### src/rtl/mux_pkg.sv
// mux_pkg: shared definitions for the 32:1 bit-select mux and its
// serializer front end.
//   state_t    : serializer FSM states (PAR is only reachable when the
//                parity beat is compiled in).
//   MUX_WIDTH  : number of mux lanes / word width.
//   MUX_SEL_W  : width of the lane select.
package mux_pkg;

    typedef enum logic [1:0] {
        ST_IDLE  = 2'd0,
        ST_SHIFT = 2'd1,
        ST_PAR   = 2'd2
    } state_t;

    localparam int MUX_WIDTH = 32;
    localparam int MUX_SEL_W = 5;

endpackage

### src/rtl/mux_sel_counter.sv
// mux_sel_counter: loadable up/down lane counter for the serializer.
//   clk, rst_n : clock, asynchronous active-low reset
//   load       : start a new word (bit count to 0, select to first lane)
//   step       : advance to the next lane (ignored on the last lane)
//   sel        : registered lane select for the mux
//   last       : the current lane is the final lane of the word
// The bit count, not the select, decides "last", so the same flag works
// for both traversal directions and the select never wraps mid-word.
module mux_sel_counter #(
    parameter int WIDTH     = 32,
    parameter int SEL_W     = $clog2(WIDTH),
    parameter int MSB_FIRST = 0
) (
    input  logic             clk,
    input  logic             rst_n,
    input  logic             load,
    input  logic             step,
    output logic [SEL_W-1:0] sel,
    output logic             last
);

    localparam logic [SEL_W-1:0] LANE_MAX = SEL_W'(WIDTH - 1);

    logic [SEL_W-1:0] count;

    always_ff @(posedge clk or negedge rst_n) begin
        if (!rst_n) begin
            count <= '0;
            sel   <= '0;
        end else if (load) begin
            count <= '0;
            sel   <= (MSB_FIRST != 0) ? LANE_MAX : '0;
        end else if (step && !last) begin
            count <= count + SEL_W'(1);
            sel   <= (MSB_FIRST != 0) ? sel - SEL_W'(1) : sel + SEL_W'(1);
        end
    end

    assign last = (count == LANE_MAX);

endmodule

### src/rtl/mux_word_serializer.sv
// mux_word_serializer: upstream sequencer for the WIDTH:1 bit-select mux.
// Captures a parallel word, drives it onto the mux data bus, walks the
// mux select through every lane and streams the selected bit out.
//   clk, rst_n          : clock, asynchronous active-low reset
//   in_data/in_valid/in_ready : parallel word input handshake
//   mux_in, mux_sel     : registered word and lane select to the mux
//   mux_out             : combinational mux output, mux_in[mux_sel]
//   ser_data/ser_valid/ser_ready : serial bit output handshake
//   done                : one-cycle pulse after the word's last beat
// Optional feature macro MUX_SER_PARITY_EN: appends one even-parity beat
// after the WIDTH data beats.
//
// Handshake rule (both ports): a transfer happens on a rising edge where
// valid and ready are both 1; the sender holds data and valid stable
// until that edge, and valid never depends on ready.
module mux_word_serializer
    import mux_pkg::*;
#(
    parameter int WIDTH     = MUX_WIDTH,
    parameter int SEL_W     = $clog2(WIDTH),
    parameter int MSB_FIRST = 0
) (
    input  logic             clk,
    input  logic             rst_n,
    input  logic [WIDTH-1:0] in_data,
    input  logic             in_valid,
    output logic             in_ready,
    output logic [WIDTH-1:0] mux_in,
    output logic [SEL_W-1:0] mux_sel,
    input  logic             mux_out,
    output logic             ser_data,
    output logic             ser_valid,
    input  logic             ser_ready,
    output logic             done
);

    state_t state_q, state_d;
    logic   load, step, done_d, last;

`ifdef MUX_SER_PARITY_EN
    logic   parity_q;
`endif

    mux_sel_counter #(
        .WIDTH     (WIDTH),
        .SEL_W     (SEL_W),
        .MSB_FIRST (MSB_FIRST)
    ) u_sel_counter (
        .clk   (clk),
        .rst_n (rst_n),
        .load  (load),
        .step  (step),
        .sel   (mux_sel),
        .last  (last)
    );

    // State register
    always_ff @(posedge clk or negedge rst_n) begin
        if (!rst_n) state_q <= ST_IDLE;
        else        state_q <= state_d;
    end

    // Next-state logic. ser_valid is 1 in SHIFT/PAR, so ser_ready alone
    // qualifies a beat there.
    always_comb begin
        state_d = state_q;
        load    = 1'b0;
        step    = 1'b0;
        done_d  = 1'b0;
        case (state_q)
            ST_IDLE: begin
                if (in_valid) begin
                    load    = 1'b1;
                    state_d = ST_SHIFT;
                end
            end
            ST_SHIFT: begin
                if (ser_ready) begin
                    if (last) begin
`ifdef MUX_SER_PARITY_EN
                        state_d = ST_PAR;
`else
                        state_d = ST_IDLE;
                        done_d  = 1'b1;
`endif
                    end else begin
                        step = 1'b1;
                    end
                end
            end
`ifdef MUX_SER_PARITY_EN
            ST_PAR: begin
                if (ser_ready) begin
                    state_d = ST_IDLE;
                    done_d  = 1'b1;
                end
            end
`endif
            default: state_d = ST_IDLE;
        endcase
    end

    // Output decode: in_ready and ser_valid follow the state directly, so
    // a reset drops ser_valid asynchronously.
    always_comb begin
        in_ready  = (state_q == ST_IDLE);
        ser_valid = (state_q == ST_SHIFT) || (state_q == ST_PAR);
`ifdef MUX_SER_PARITY_EN
        ser_data  = (state_q == ST_PAR) ? parity_q : mux_out;
`else
        ser_data  = mux_out;
`endif
    end

    // Word holding register and done pulse
    always_ff @(posedge clk or negedge rst_n) begin
        if (!rst_n) begin
            mux_in <= '0;
            done   <= 1'b0;
        end else begin
            if (load) mux_in <= in_data;
            done <= done_d;
        end
    end

`ifdef MUX_SER_PARITY_EN
    // Even parity of the data beats actually accepted by downstream.
    always_ff @(posedge clk or negedge rst_n) begin
        if (!rst_n) begin
            parity_q <= 1'b0;
        end else if (load) begin
            parity_q <= 1'b0;
        end else if (state_q == ST_SHIFT && ser_ready) begin
            parity_q <= parity_q ^ mux_out;
        end
    end
`endif

endmodule

### config.mk
export PLATFORM = sky130hd
export DESIGN_NAME = mux_word_serializer
export DESIGN_NICKNAME = d
export VERILOG_FILES = /design/src/rtl/mux_pkg.sv /design/src/rtl/mux_sel_counter.sv /design/src/rtl/mux_word_serializer.sv
export SDC_FILE = /design/constraint.sdc
export NUM_CORES = 1
export LEC_CHECK = 0
export CAP_MARGIN = 5
export CORE_ASPECT_RATIO = 0.9
export CORE_UTILIZATION = 49
export DETAILED_ROUTE_END_ITERATION = 10
export DONT_BUFFER_PORTS = 1
export HOLD_SLACK_MARGIN = 0.12
export PLACE_DENSITY = 0.63
export SLEW_MARGIN = 10
export SYNTH_ARGS = -nofsm -noshare
export SYNTH_HDL_FRONTEND = slang
export SYNTH_SLANG_ARGS = --single-unit
### constraint.sdc
create_clock -name clk -period 1.6 [get_ports clk]
set_input_delay 0.48 -clock clk [delete_from_list [all_inputs] [get_ports clk]]
set_output_delay 0.48 -clock clk [all_outputs]
set_load 0.05 [all_outputs]
# Word level (Yosys, flattened, before mapping)
# Cells that the tools add are included.
[word_totals] reg_bits=45 out_inout_bits=41
[op_classes] addsub=2 eq_ne=6 mux=16 n_reduce_logical=6
[ops] operator="$mux W5" n=4
[ops] operator="$add A5 B1 Y5 const B" n=2
[ops] operator="$mux W1" n=8
[ops] operator="$mux W2" n=3
[ops] operator="$eq A5 B5 Y1 const B" n=1
[ops] operator="$ne A2 B2 Y1 const B" n=2
[ops] operator="$pmux W2 S2" n=1
[ops] operator="$reduce_and A3 Y1" n=1
[ops] operator="$eq A2 B1 Y1 const B" n=1
[ops] operator="$eq A2 B2 Y1 const B" n=1
[ops] operator="$logic_not A2 Y1" n=1
[ops] operator="$ne A2 B1 Y1 const B" n=1
[ops] operator="$reduce_bool A2 Y1" n=1
[ops] operator="$logic_and A1 B1 Y1" n=1
[ops] operator="$logic_not A1 Y1" n=1
[ops] operator="$logic_or A1 B1 Y1" n=1

# Longest topological paths before layout
[depth] depth_word=7 depth_mapped=7

# Modules after synthesis
# A second synthesis with hierarchy kept.
[hier_totals] hier_cells=123 hier_area_um2=1941.9
[modules_own_cells] mod="mux_word_serializer" instances=1 cells_per_inst=78 area_each_um2=1430.1 seq_area_each_um2=850.8
[modules_own_cells] mod="mux_sel_counter" instances=1 cells_per_inst=45 area_each_um2=511.7 seq_area_each_um2=250.2

# Worst setup path before layout
# Ideal clock, no wire load.
[synth_path] path_kind="reg-to-reg" startpoint="register u_sel_counter.count[0]" endpoint="register u_sel_counter.sel[0]" setup_ps=143 t_arrival_ps=1472 required_ps=1457 path_slack_ps=-15 path_stages_with_launch=8 cell_sequence="dfrtp_1 ha_1 and3_1 ha_1 nand3b_1 buf_2 nand3_1 o21ai_1"
[synth_via] elab_chain_len=6 word_cells_on_any_way=7 cone_classes="eq/ne: 1; mux: 3; reduce/logical: 3"
[synth_rtl] element="from (decl)" line="mux_sel_counter.sv:24" text="logic [SEL_W-1:0] count;"
[synth_rtl] element="from (signal assigned)" line="mux_sel_counter.sv:34" text="count <= count + SEL_W'(1);"
[synth_rtl] element="$eq A5 B5 Y1 *" line="mux_sel_counter.sv:39" text="assign last = (count == LANE_MAX);"
[synth_rtl] element="$mux W1" line="mux_word_serializer.sv:79" text="if (last) begin"
[synth_rtl] element="$mux W1" line="mux_word_serializer.sv:78" text="if (ser_ready) begin"
[synth_rtl] element="$mux W1" line="mux_word_serializer.sv:70" text="case (state_q)"
[synth_rtl] element="$logic_and A1 B1 Y1 *" line="mux_sel_counter.sv:33" text="end else if (step && !last) begin"
[synth_rtl] element="$reduce_bool A2 Y1 (no source line) *"
[synth_rtl] element="to (signal assigned)" line="mux_sel_counter.sv:32" text="sel <= (MSB_FIRST != 0) ? LANE_MAX : '0;"
[synth_rtl] element="to (signal assigned)" line="mux_sel_counter.sv:35" text="sel <= (MSB_FIRST != 0) ? sel - SEL_W'(1) : sel + SEL_W'(1);"
[synth_rtl] element="to (decl)" line="mux_sel_counter.sv:18" text="output logic [SEL_W-1:0] sel,"
# Mark *: on every way between the ends. The rest lies on a longest branch, timed or not.
# A chain may end at the register's enable or synchronous reset.

# Worst setup path in the final report
[layout_path] startpoint="register u_sel_counter.count[0]" endpoint="register u_sel_counter.sel[3]"
# The elaborated chain is that of the path after synthesis.

==> results.toml <==
[clock_tree]
cts_root_buffer = "clkbuf_8"
ctsLongestPathBuffers = 2
clkSinkCount = 44
cts_tree = "done"
cts_buffers = 5
clock_latency_ns = 0.29
h-tree-depth = 2
clk_pin_slew_ns = 0.08

[critical_path]
reg2reg_depth = 7
slowest_delay_ns = 0.40
crit_type = "flip-flop to flip-flop"
arrival_ns = 1.82
crit_cells = 7
r2r-start = "u_sel_counter.count[0]"
crit_buf_inv = 1
cp_max_fo = 7
crit_path_cell_trace = "ha_2, and3_4, ha_4, nand3b_1, buf_6, o211ai_1, o31ai_1"
cp_slowest_cell = "dfrtp_1"
worst-endpoint-required_ns = 1.75
endpoint_kind = "flip-flop"
critical-path-top-delay-family = "flip-flops"
crit_start = "u_sel_counter.count[0]"
start_kind = "flip-flop"

[finish]
nets = 245
area_growth_pct = 14.60
drive_above_1_share_pct = 14.08
n_antenna_cell = 0
layoutNonFillerInstCount = 250

[floorplan]
die-area_mm2 = 0.003866
num_rows = 20
ios = 78
die_h_um = 59.09
coreArea_mm2 = 0.003428
initial_utilization_pct = 51.75
die_w_um = 65.43

[min_path]
hold_depth = 2
hold_class = "input port to flip-flop"
hold_start = "in_data[20]"

[power]
seq_power_share_pct = 61.5
peakVddDrop_v = 0.0007871
leakage_uw = 0.001061
switchingPower_uw = 1255
p_clk_share_pct = 22.6
sw_frac_of_total_pct = 40.10
power.density_mw_per_mm2 = 1539
power.internal_uw = 1874
p_comb_share_pct = 15.9

[sta]
drv_slew = 0
worst_clock_skew_ns = 0.005033
rsz0062_at_grt = "true"
hold_viol = 0
fmax_ghz = 0.5995
setup_ws_ns = -0.06814
worstMarginPinSlew_ns = 0.5608
final.period_utilization_pct = 104.3
max_slew_margin_pct = 62.61
period_minus_slack_ns = 1.668
final-setup-viol-count = 2

[logic_synthesis]
async_flop_share_pct = 100.0
synth_xor_xnor_area_share_pct = 0.4937
yosysSeqAreaShare_pct = 62.06
ys_types = 19
synth_compound_area_share_pct = 4.231
synth_area_mm2 = 0.001774
synth_top_family_by_area = "simple AND/OR/NAND/NOR gates"
synth_area_leaders = "dfrtp_1 (62%), nand2_1 (21%), nand3_1 (2.3%)"
synth.cells.most_frequent = "nand2_1 (97), dfrtp_1 (44), nand3_1 (8), buf_2 (6), o21ai_1 (5)"
muxShareOfSynthArea_pct = 0
syn_avg_cell_area_um2 = 9.338
synth_simple_gate_area_share_pct = 26.23
synth_top_area_cell = "dfrtp_1"
syn_nets = 230
yosys_warnings = 0
syn_inst = 190
synth-edff-count = 0
synth_top_flop_cell = "dfrtp_1"
synth_top_area_share_pct = 62.06
synth-adder-area-share_pct = 2.116
yosysMostFrequentCell = "nand2_1"
synth_seq_cells = 44

[drt]
drtAntennaViolNets = 0
drt_drc_violations_left = 0
wl_per_cell_um = 14.19
via_count = 1302
vias_per_cell = 5.208
wl_mm = 3.548
drt_iter0_markers = 65
drt_pass1_iterations = 4

[place]
dp_hpwl_mm = 2.438
gp_congestion = 0.7154
port-buffer-count = 0
dp_cells = 235
place_ws_ns = -0.07647

[grt]
grt_pass1_wl_mm = 5.361
grt_max_degree = 45
grt_use_total_pct = 18.78
gr-total-overflow = 0
grt_pass1_vias = 1216
antenna_found_initial = 0

[job]
cap_violations = 0

[run_status]
run_status = "finished with violations"
violations = "negative setup slack"
## state kept, by name (all words and copies together) (netlist names)
| register | cells |
|---|---|
| mux_in | 32 |
| u_sel_counter.count | 5 |
| u_sel_counter.sel | 5 |
| done | 1 |
| state_q | 1 |
## layout make-up
| class | count | area (µm²) |
|---|---|---|
| clock inverter | 1 | 7.507 |
| clock buffer | 7 | 86.33 |
| multi-input combinational | 131 | 609.3 |
| sequential | 44 | 1101 |
| inverter | 4 | 15.01 |
| timing repair buffer | 19 | 158.9 |
| tap | 44 | 55.05 |
| fill | 310 | 1395 |
## cells by family after synthesis
family | count (synthesis)
fa+ha+maj | 3
flops | 44
xor+xnor | 1
simple gates | 115
compound gates | 12
buf+inv | 15
## power groups by stage
stage / combinational [µW] / clock (µW) / sequential, µW
2_1_floorplan: 245 / 0 / 1960
3_3_place_gp: 398 / 0 / 1930
3_5_place_dp: 425 / 0 / 1940
4_1_cts: 472 / 734 / 1920
5_1_grt: 560 / 776 / 1950
6_report: 496 / 707 / 1930
## routing by layer
layer	global-route usage [%]	part of all wire (%)
met1	22.35	43
met2	31.37	48
met3	6.538	8.1
met4	7.453	0.82
met5	0	0
## through the flow
stage               hold slack [ns]  setup TNS [ns]  util, %  area (µm²)  power, µW
floorplan                    0.1844               0        -        1783       2205
detailed placement           0.1853         -0.1437    54.05        1853       2365
global route                 0.2833         -0.2564    59.31        2033       3286
finish                       0.2937         -0.1009    59.31        2033       3129
global placement             0.1853       -0.004450    54.05        1853       2329
CTS                          0.2841        -0.07203    58.65        2011       3130
## final timing paths
kind / to / slack [ns]
min in group asynchronous: done / 0.67
min reg2reg: u_sel_counter.count[3] / 0.51
max reg2reg: u_sel_counter.sel[3] / -0.07
min: mux_in[20] / 0.29
max in group asynchronous: u_sel_counter.sel[2] / 0.72
max: u_sel_counter.sel[3] / -0.07
## timing repair
item	in CTS	in global routing
hold buffers	2	0
pin swaps	3	3
endpoints found under the setup margin	3	4
hold endpoints to repair	44	0
gates resized for setup	4	0
gates cloned	1	0
buffers inserted	1	3
## cell usage in the layout, fill, tap and decap left out
master and n:
and3_1 1, and3_4 1, buf_12 1, buf_2 1
buf_4 15, buf_6 1, clkbuf_1 1, clkbuf_8 6
clkinvlp_4 1, dfrtp_1 44, dlygate4sd3_1 1, ha_1 1
ha_2 1, ha_4 1, inv_1 4, nand2_1 97
nand2b_1 1, nand3_1 8, nand3b_1 1, nand4b_1 2
nor2_1 3, nor2b_2 1, o211ai_1 3, o21ai_0 1
o21ai_1 5, o31ai_1 3, xor2_1 1
## worst register-to-register path: cells and delay by family (launching register included)
family | cells | cell delay (ns)
AOI/OAI and AO/OA | 2 | 0.26
and+or+nand+nor | 2 | 0.34
adders and majority gates | 2 | 0.36
buffers and inverters | 1 | 0.17
DFF | 1 | 0.40
Power figures use the tool's default switching activity.
